`src/rtl/imem_port_arbiter_pkg.sv`:
```
// Shared definitions for the instruction-memory port arbiter: default widths,
// halt-state encoding and requester IDs.
package imem_port_arbiter_pkg;

  localparam int unsigned DEF_ADDR_W       = 12;
  localparam int unsigned DEF_DATA_W       = 32;
  localparam int unsigned DEF_DBG_MAX_WAIT = 8;
  localparam int unsigned DEF_CNT_W        = 4;

  typedef enum logic [1:0] {
    StRun    = 2'd0,
    StDrain  = 2'd1,
    StHalted = 2'd2
  } halt_state_e;

  localparam logic ID_IF  = 1'b0;
  localparam logic ID_DBG = 1'b1;

  // True when the tracked memory read belongs to the fetch side.
  function automatic logic is_fetch_owner(input logic vld, input logic id);
    return vld && (id == ID_IF);
  endfunction

endpackage

```
`src/rtl/imem_starve_cnt.sv`:
```
// Saturating count of consecutive blocked debug-request cycles; force_dbg
// asserts once the count reaches DBG_MAX_WAIT.
module imem_starve_cnt
  import imem_port_arbiter_pkg::*;
#(
  parameter int unsigned CNT_W        = DEF_CNT_W,
  parameter int unsigned DBG_MAX_WAIT = DEF_DBG_MAX_WAIT
) (
  input  logic clk,
  input  logic rst,
  input  logic dbg_req,
  input  logic dbg_gnt,
  output logic force_dbg
);

  localparam logic [CNT_W-1:0] MaxWait = CNT_W'(DBG_MAX_WAIT);

  logic [CNT_W-1:0] wait_cnt_q, wait_cnt_d;

  always_comb begin
    wait_cnt_d = wait_cnt_q;
    if (!dbg_req || dbg_gnt) begin
      wait_cnt_d = '0;
    end else if (wait_cnt_q != MaxWait) begin
      wait_cnt_d = wait_cnt_q + 1'b1;
    end
  end

  always_ff @(posedge clk or posedge rst) begin
    if (rst) begin
      wait_cnt_q <= '0;
    end else begin
      wait_cnt_q <= wait_cnt_d;
    end
  end

  assign force_dbg = (wait_cnt_q == MaxWait);

endmodule

```
`src/rtl/imem_port_arbiter.sv`:
```
// Shares a single-port synchronous-read instruction memory between CPU fetch
// (priority) and the debug port, with starvation guard and a halt FSM.
module imem_port_arbiter
  import imem_port_arbiter_pkg::*;
#(
  parameter int unsigned ADDR_W       = DEF_ADDR_W,
  parameter int unsigned DATA_W       = DEF_DATA_W,
  parameter int unsigned DBG_MAX_WAIT = DEF_DBG_MAX_WAIT,
  parameter int unsigned CNT_W        = DEF_CNT_W
) (
  input  logic              clk,
  input  logic              rst,
  input  logic              if_req,
  input  logic [ADDR_W-1:0] if_addr,
  output logic              if_gnt,
  output logic              if_rvalid,
  output logic [DATA_W-1:0] if_rdata,
  input  logic              dbg_req,
  input  logic [ADDR_W-1:0] dbg_addr,
  output logic              dbg_gnt,
  output logic              dbg_rvalid,
  output logic [DATA_W-1:0] dbg_rdata,
  input  logic              dbg_halt,
  output logic              halted,
  output logic              mem_en,
  output logic [ADDR_W-1:0] mem_addr,
  input  logic [DATA_W-1:0] mem_rdata
);

  halt_state_e state_q, state_d;
  logic        owner_vld_q, owner_vld_d;
  logic        owner_id_q, owner_id_d;
  logic        halted_q, halted_d;
  logic        force_dbg;
  logic        fetch_inflight;

  imem_starve_cnt #(
    .CNT_W       (CNT_W),
    .DBG_MAX_WAIT(DBG_MAX_WAIT)
  ) u_starve_cnt (
    .clk      (clk),
    .rst      (rst),
    .dbg_req  (dbg_req),
    .dbg_gnt  (dbg_gnt),
    .force_dbg(force_dbg)
  );

  always_comb begin
    if_gnt  = 1'b0;
    dbg_gnt = 1'b0;
    if (!rst) begin
      unique case (state_q)
        StRun: begin
          if (force_dbg) begin
            dbg_gnt = dbg_req;
          end else begin
            if_gnt  = if_req;
            dbg_gnt = dbg_req & ~if_req;
          end
        end
        default: dbg_gnt = dbg_req;
      endcase
    end
  end

  assign mem_en   = if_gnt | dbg_gnt;
  assign mem_addr = if_gnt ? if_addr : (dbg_gnt ? dbg_addr : '0);

  always_comb begin
    owner_vld_d = mem_en;
    owner_id_d  = dbg_gnt ? ID_DBG : ID_IF;
  end

  // A fetch granted this cycle is the read that must drain before halting.
  assign fetch_inflight = is_fetch_owner(owner_vld_d, owner_id_d);

  always_comb begin
    state_d = state_q;
    unique case (state_q)
      StRun: begin
        if (dbg_halt) begin
          state_d = fetch_inflight ? StDrain : StHalted;
        end
      end
      StDrain:  state_d = dbg_halt ? StHalted : StRun;
      StHalted: state_d = dbg_halt ? StHalted : StRun;
      default:  state_d = StRun;
    endcase
    halted_d = (state_d == StHalted);
  end

  always_ff @(posedge clk or posedge rst) begin
    if (rst) begin
      state_q     <= StRun;
      owner_vld_q <= 1'b0;
      owner_id_q  <= ID_IF;
      halted_q    <= 1'b0;
    end else begin
      state_q     <= state_d;
      owner_vld_q <= owner_vld_d;
      owner_id_q  <= owner_id_d;
      halted_q    <= halted_d;
    end
  end

  assign if_rvalid  = owner_vld_q & (owner_id_q == ID_IF);
  assign dbg_rvalid = owner_vld_q & (owner_id_q == ID_DBG);
  assign if_rdata   = mem_rdata;
  assign dbg_rdata  = mem_rdata;
  assign halted     = halted_q;

endmodule

```
`config.mk`:
```
export PLATFORM = sky130hd
export DESIGN_NAME = imem_port_arbiter
export DESIGN_NICKNAME = d
export VERILOG_FILES = /design/src/rtl/imem_port_arbiter_pkg.sv /design/src/rtl/imem_starve_cnt.sv /design/src/rtl/imem_port_arbiter.sv
export SDC_FILE = /design/constraint.sdc
export NUM_CORES = 1
export LEC_CHECK = 0
export CAP_MARGIN = 25
export CORE_ASPECT_RATIO = 1.5
export CORE_MARGIN = 5
export CORE_UTILIZATION = 29
export CTS_CLUSTER_SIZE = 24
export DETAILED_ROUTE_END_ITERATION = 10
export PLACE_DENSITY_LB_ADDON = 0.08
export SYNTH_ARGS = -nofsm -noshare
export SYNTH_HDL_FRONTEND = slang
export SYNTH_HIERARCHICAL = 1
export SYNTH_SLANG_ARGS = --single-unit
export TNS_END_PERCENT = 1
```
`constraint.sdc`:
```
create_clock -name clk -period 4.1 [get_ports clk]
set_input_delay 1.23 -clock clk [delete_from_list [all_inputs] [get_ports clk]]
set_output_delay 1.23 -clock clk [all_outputs]
set_load 0.005 [all_outputs]
```
# --- Word level (Yosys, flattened, before mapping) ---
# Index checks and enable logic that the tools add are counted.
word_totals:
  output_inout_bits: 82
  elab_cells: 39
  reg_bits: 9
  in_bits: 61
classes:
  n_addsub: 1
  reduce_logical: 6
  n_bitwise: 7
  n_eq_ne: 5
  muxes: 15
op_table:
  columns: ["operator", "count"]
  rows:
  - ["two-way mux 12 bit", 2]
  - ["two-way mux 4 bit", 2]
  - ["two-way mux 1 bit", 7]
  - ["two-way mux 2 bit", 3]
  - ["adder 4 x 1 -> 4 bit (second input constant)", 1]
  - ["equality test 2 bit (second input constant)", 2]
  - ["equality test 4 bit (second input constant)", 1]
  - ["inequality test 4 bit (second input constant)", 1]
  - ["case mux 2 bit (2 select lines)", 1]
  - ["AND 1 bit", 3]
  - ["inverter 1 bit", 3]
  - ["equality test 2 x 1 -> 1 bit (second input constant)", 1]
  - ["zero test 2 bit", 1]
  - ["nonzero test 2 bit", 1]
  - ["OR reduction 2 bit", 1]
  - ["logical AND 1 bit", 1]
  - ["zero test 1 bit", 1]
  - ["logical OR 1 bit", 1]
  - ["OR 1 bit", 1]

# --- Depth between registers and ports, before layout ---
depth:
  depth_word: 12
  depth_mapped: 9
  ltp_nobuf: 7

# --- Hierarchy ---
# The synthesis kept the hierarchy.
by_module_without_submodules:
  columns: ["module", "n_inst", "cells_each", "area_per_inst_um2", "seq_area_each_um2"]
  rows:
  - ["imem_port_arbiter", 1, 104, 892.1, 125.1]
  - ["imem_starve_cnt", 1, 23, 271.5, 100.1]

# --- Worst setup path before layout ---
# No wires, ideal clock.
synth_path:
  path_type: "input to output"
  from: "input port rst"
  to: "output port mem_addr[10]"
  arrival_time_ns: 1.983
  n_path_buf: 2
  setup_slack_ns: 0.887
  path_stages: 5
  required_time_ns: 2.870
  path_cell_list: "inv_1 > and4_4 > buf_6 > buf_6 > a22o_1"
synth_between:
  word_cells_on_any_way: 4
  cone_classes: "mux: 4"
synth_rtl:
  columns: ["item", "line", "source"]
  rows:
  - ["start: declaration", "imem_port_arbiter.sv:12", "input logic rst,"]
  - ["two-way mux 1 bit", "imem_port_arbiter.sv:51", "if (!rst) begin"]
  - ["net if_gnt", "imem_port_arbiter.sv:15", "output logic if_gnt,"]
  - ["two-way mux 12 bit", "imem_port_arbiter.sv:67", "assign mem_addr = if_gnt ? if_addr : (dbg_gnt ? dbg_addr : '0);"]
  - ["end: declaration", "imem_port_arbiter.sv:26", "output logic [ADDR_W-1:0] mem_addr,"]
# The timed path passes the listed nets, and every way through them passes these cells.

# --- Final worst setup path ---
layout_path:
  from: "input port rst"
  to: "output port mem_addr[10]"
layout_between:
  elab_chain_cells: 3
  word_cells_on_any_way: 4
  cone_classes: "mux: 4"
layout_rtl:
  columns: ["item", "line"]
  rows:
  - ["two-way mux 1 bit", "imem_port_arbiter.sv:51"]
  - ["two-way mux 12 bit", "imem_port_arbiter.sv:67"]
  - ["two-way mux 12 bit *", "imem_port_arbiter.sv:67"]
# Every way passes the cells marked *; elsewhere a longest branch is shown, timed or not.

==> results.json <==
{
  "met3_usage_pct": 2.360,
  "row_count": 28,
  "grt_max_degree": 15,
  "maxClockFrequency_ghz": 0.2463,
  "combinationalPowerShare_pct": 48.0,
  "antenna_left": 0,
  "ios": 143,
  "syn_area_sq_mm": 0.001164,
  "layout_common_cells": "43 x clkdlybuf4s50_1, 12 x a22o_1, 9 x dfrtp_1, 7 x inv_1, 7 x buf_4",
  "postCtsSetupBuffers": 0,
  "cts_buffer_depth": 2,
  "final_hold_viol_count": 0,
  "cts_hold_buffers": 0,
  "intPower_mw": 0.2993,
  "ys_async_sr_fraction_pct": 100.0,
  "r2r_cells": 9,
  "synth_edf_count": 0,
  "cts-root-buf": "clkbuf_8",
  "met2_usage_pct": 15.35,
  "drtIter0Drc": 30,
  "setup.worst_path.start_class": "input port",
  "ctsHtreeMaxLevel": 1,
  "slew-limit-headroom_pct": 81.07,
  "grt_use_total_pct": 9.628,
  "p_sw_mw": 0.1271,
  "holdWs_ns": 0.5779,
  "yosysWarnings": 6,
  "switching_share_pct": 29.81,
  "grt.busiest_layer": "met2",
  "final_common_cell": "clkdlybuf4s50_1",
  "seq_area_frac_synth_pct": 19.35,
  "clk_pin_slew_ns": 0.05,
  "cap_violations": 0,
  "final_core_util_pct": 33.13,
  "rr_endpoint": "u_starve_cnt/wait_cnt_q[3]",
  "firstDrtPassIters": 4,
  "cts_buffers": 3,
  "die_y_um": 87.58,
  "p_clk_share_pct": 24.5,
  "vdd_drop_max_mv": 0.1763,
  "met1_usage_pct": 10.30,
  "min_to": "u_starve_cnt/wait_cnt_q[3]",
  "post_drt_wl_per_cell_um": 17.17,
  "layout-drive-gt1-share_pct": 15.25,
  "min_period_ns": 4.060,
  "clkLatencyLatePin_ns": 0.23,
  "antenna_found_initial": 0,
  "leakagePower_nw": 0.5764,
  "syn_area_per_cell_sq_um": 9.162,
  "endpoint_kind": "output port",
  "power.density_mw_per_mm2": 328.0,
  "grt_pass1_vias": 746,
  "setup_viol": 0,
  "chipWidth_um": 61.72,
  "ys_types": 23,
  "grt_overflow": 0,
  "areaGrowthSynthToFinish_pct": 11.72,
  "rrSetupSlack_ns": 2.00,
  "io_buffers": 46,
  "vias": 724,
  "drt_wl_total_um": 2799,
  "min_path_type": "flip-flop to flip-flop",
  "critPathRequiredTime_ns": 2.87,
  "timing.rr.start": "u_starve_cnt/wait_cnt_q[0]",
  "finalSetupTns_ns": 0,
  "dp_hpwl_um": 2153,
  "ys.flop_type": "dfrtp_1",
  "period_share_pct": 99.03,
  "synthCells": 127,
  "cts.sinks": 9,
  "synth_fp_nets": 192,
  "dieArea_sq_mm": 0.005405,
  "core_sq_mm": 0.003924,
  "p_seq_share_pct": 27.5,
  "hold_start": "u_starve_cnt/wait_cnt_q[3]",
  "finalMaxSlewViolations": 0,
  "tightest_slew_ns": 0.2839,
  "synth_seq_cells": 9,
  "worstPathMaxFanout": 5,
  "start_util_pct": 29.66,
  "critPathKind": "input port to output port",
  "diodes": 0,
  "skew_ns": 0.001529,
  "gp_congestion": 0.6924,
  "rsz0062_at_grt": "true",
  "hold_depth": 2,
  "cp.arrival_ns": 2.83,
  "grt_pass1_wl_um": 3795,
  "viasPerCell": 4.442,
  "cts_tree": "built",
  "drc": 0,
  "nets": 184,
  "outcome": "complete, no violations"
}
## cell usage after synthesis (2+ instances only)
cell	instances	area, sq um
nand3b_1	4	30.03
buf_4	65	488.0
dfrtp_1	9	225.2
mux2i_1	3	30.03
buf_6	3	33.78
inv_1	7	26.28
ha_1	4	50.05
or3b_1	2	17.52
nand2b_1	3	18.77
a22o_1	12	105.1
nor2b_1	3	18.77
## registers in the layout, summed over array words and instances, names as in the netlist
signal                   cells
u_starve_cnt/wait_cnt_q      4
halted                       1
owner_id_q                   1
owner_vld_q                  1
state_q                      2
## kinds of logic (layout without fill, tap and decap cells)
| family | count (synthesis) | after routing | share of synthesized area, % |
|---|---|---|---|
| AO/OA/AOI/OAI | 15 | 15 | 12.15 |
| XOR/XNOR | 1 | 1 | 0.7528 |
| adder cells (fa/ha/maj) | 4 | 4 | 4.301 |
| buffers and inverters | 75 | 65 | 47.10 |
| flip-flops | 9 | 9 | 19.36 |
| multiplexers | 3 | 3 | 2.581 |
| AND/OR/NAND/NOR | 20 | 21 | 13.76 |
## power groups by stage
stage,Sequential (mW),Clock [mW],Combinational (mW)
after floorplan,0.117,0,0.143
after global placement,0.119,0,0.194
after detailed placement,0.119,0,0.196
after CTS,0.118,0.110,0.203
after global routing,0.120,0.113,0.223
final,0.117,0.104,0.205
## layout make-up
class                           count  area, sq um
Clock buffer                        3        41.29
Clock inverter                      1        5.005
Fill cell                         420         2624
Inverter                            7        26.28
Multi-Input combinational cell     44        417.9
Sequential cell                     9        225.2
Tap cell                           45        56.30
Timing Repair Buffer               54        528.0
## critical path, stage by stage
cell,delay (ns)
clkdlybuf4s50_1,0.44
nand2b_4,0.17
a31oi_4,0.19
buf_4,0.17
a22o_1,0.12
clkdlybuf4s50_1,0.50
## worst max-delay path by stage
stage / startpoint / depth (start not counted) / to
6_report: rst / 6 / mem_addr[10]
3_3_place_gp: rst / 6 / mem_addr[11]
5_1_grt: rst / 6 / mem_addr[0]
4_1_cts: rst / 6 / mem_addr[8]
2_1_floorplan: rst / 5 / mem_addr[10]
3_5_place_dp: rst / 6 / mem_addr[4]
## timing repair
| item | 4_1_cts | 5_1_grt |
|---|---|---|
| pin swaps | 0 | 1 |
| resized for setup | 5 | 3 |
| endpoints found under the hold margin | 0 | 0 |
| gates cloned | 1 | 1 |
| setup endpoints to repair | 9 | 12 |
## layer usage
layer  wire [um]  up-vias
li1            -      342
met1         904      349
met2        1588       23
met3         198       10
met4         108        0
met5           0        -
## through the flow
| step | setup WS, ns | area, sq um | instances | total power [mW] |
|---|---|---|---|---|
| after floorplan | 0.8866 | 1164 | 127 | 0.2595 |
| after global placement | -0.01316 | 1211 | 157 | 0.3131 |
| after detailed placement | -0.01449 | 1211 | 157 | 0.3146 |
| after CTS | 0.01709 | 1284 | 162 | 0.4308 |
| after global routing | -0.01522 | 1300 | 163 | 0.4554 |
| final | 0.03961 | 1300 | 163 | 0.4264 |
Note: power is estimated with default switching activity, not from simulation.
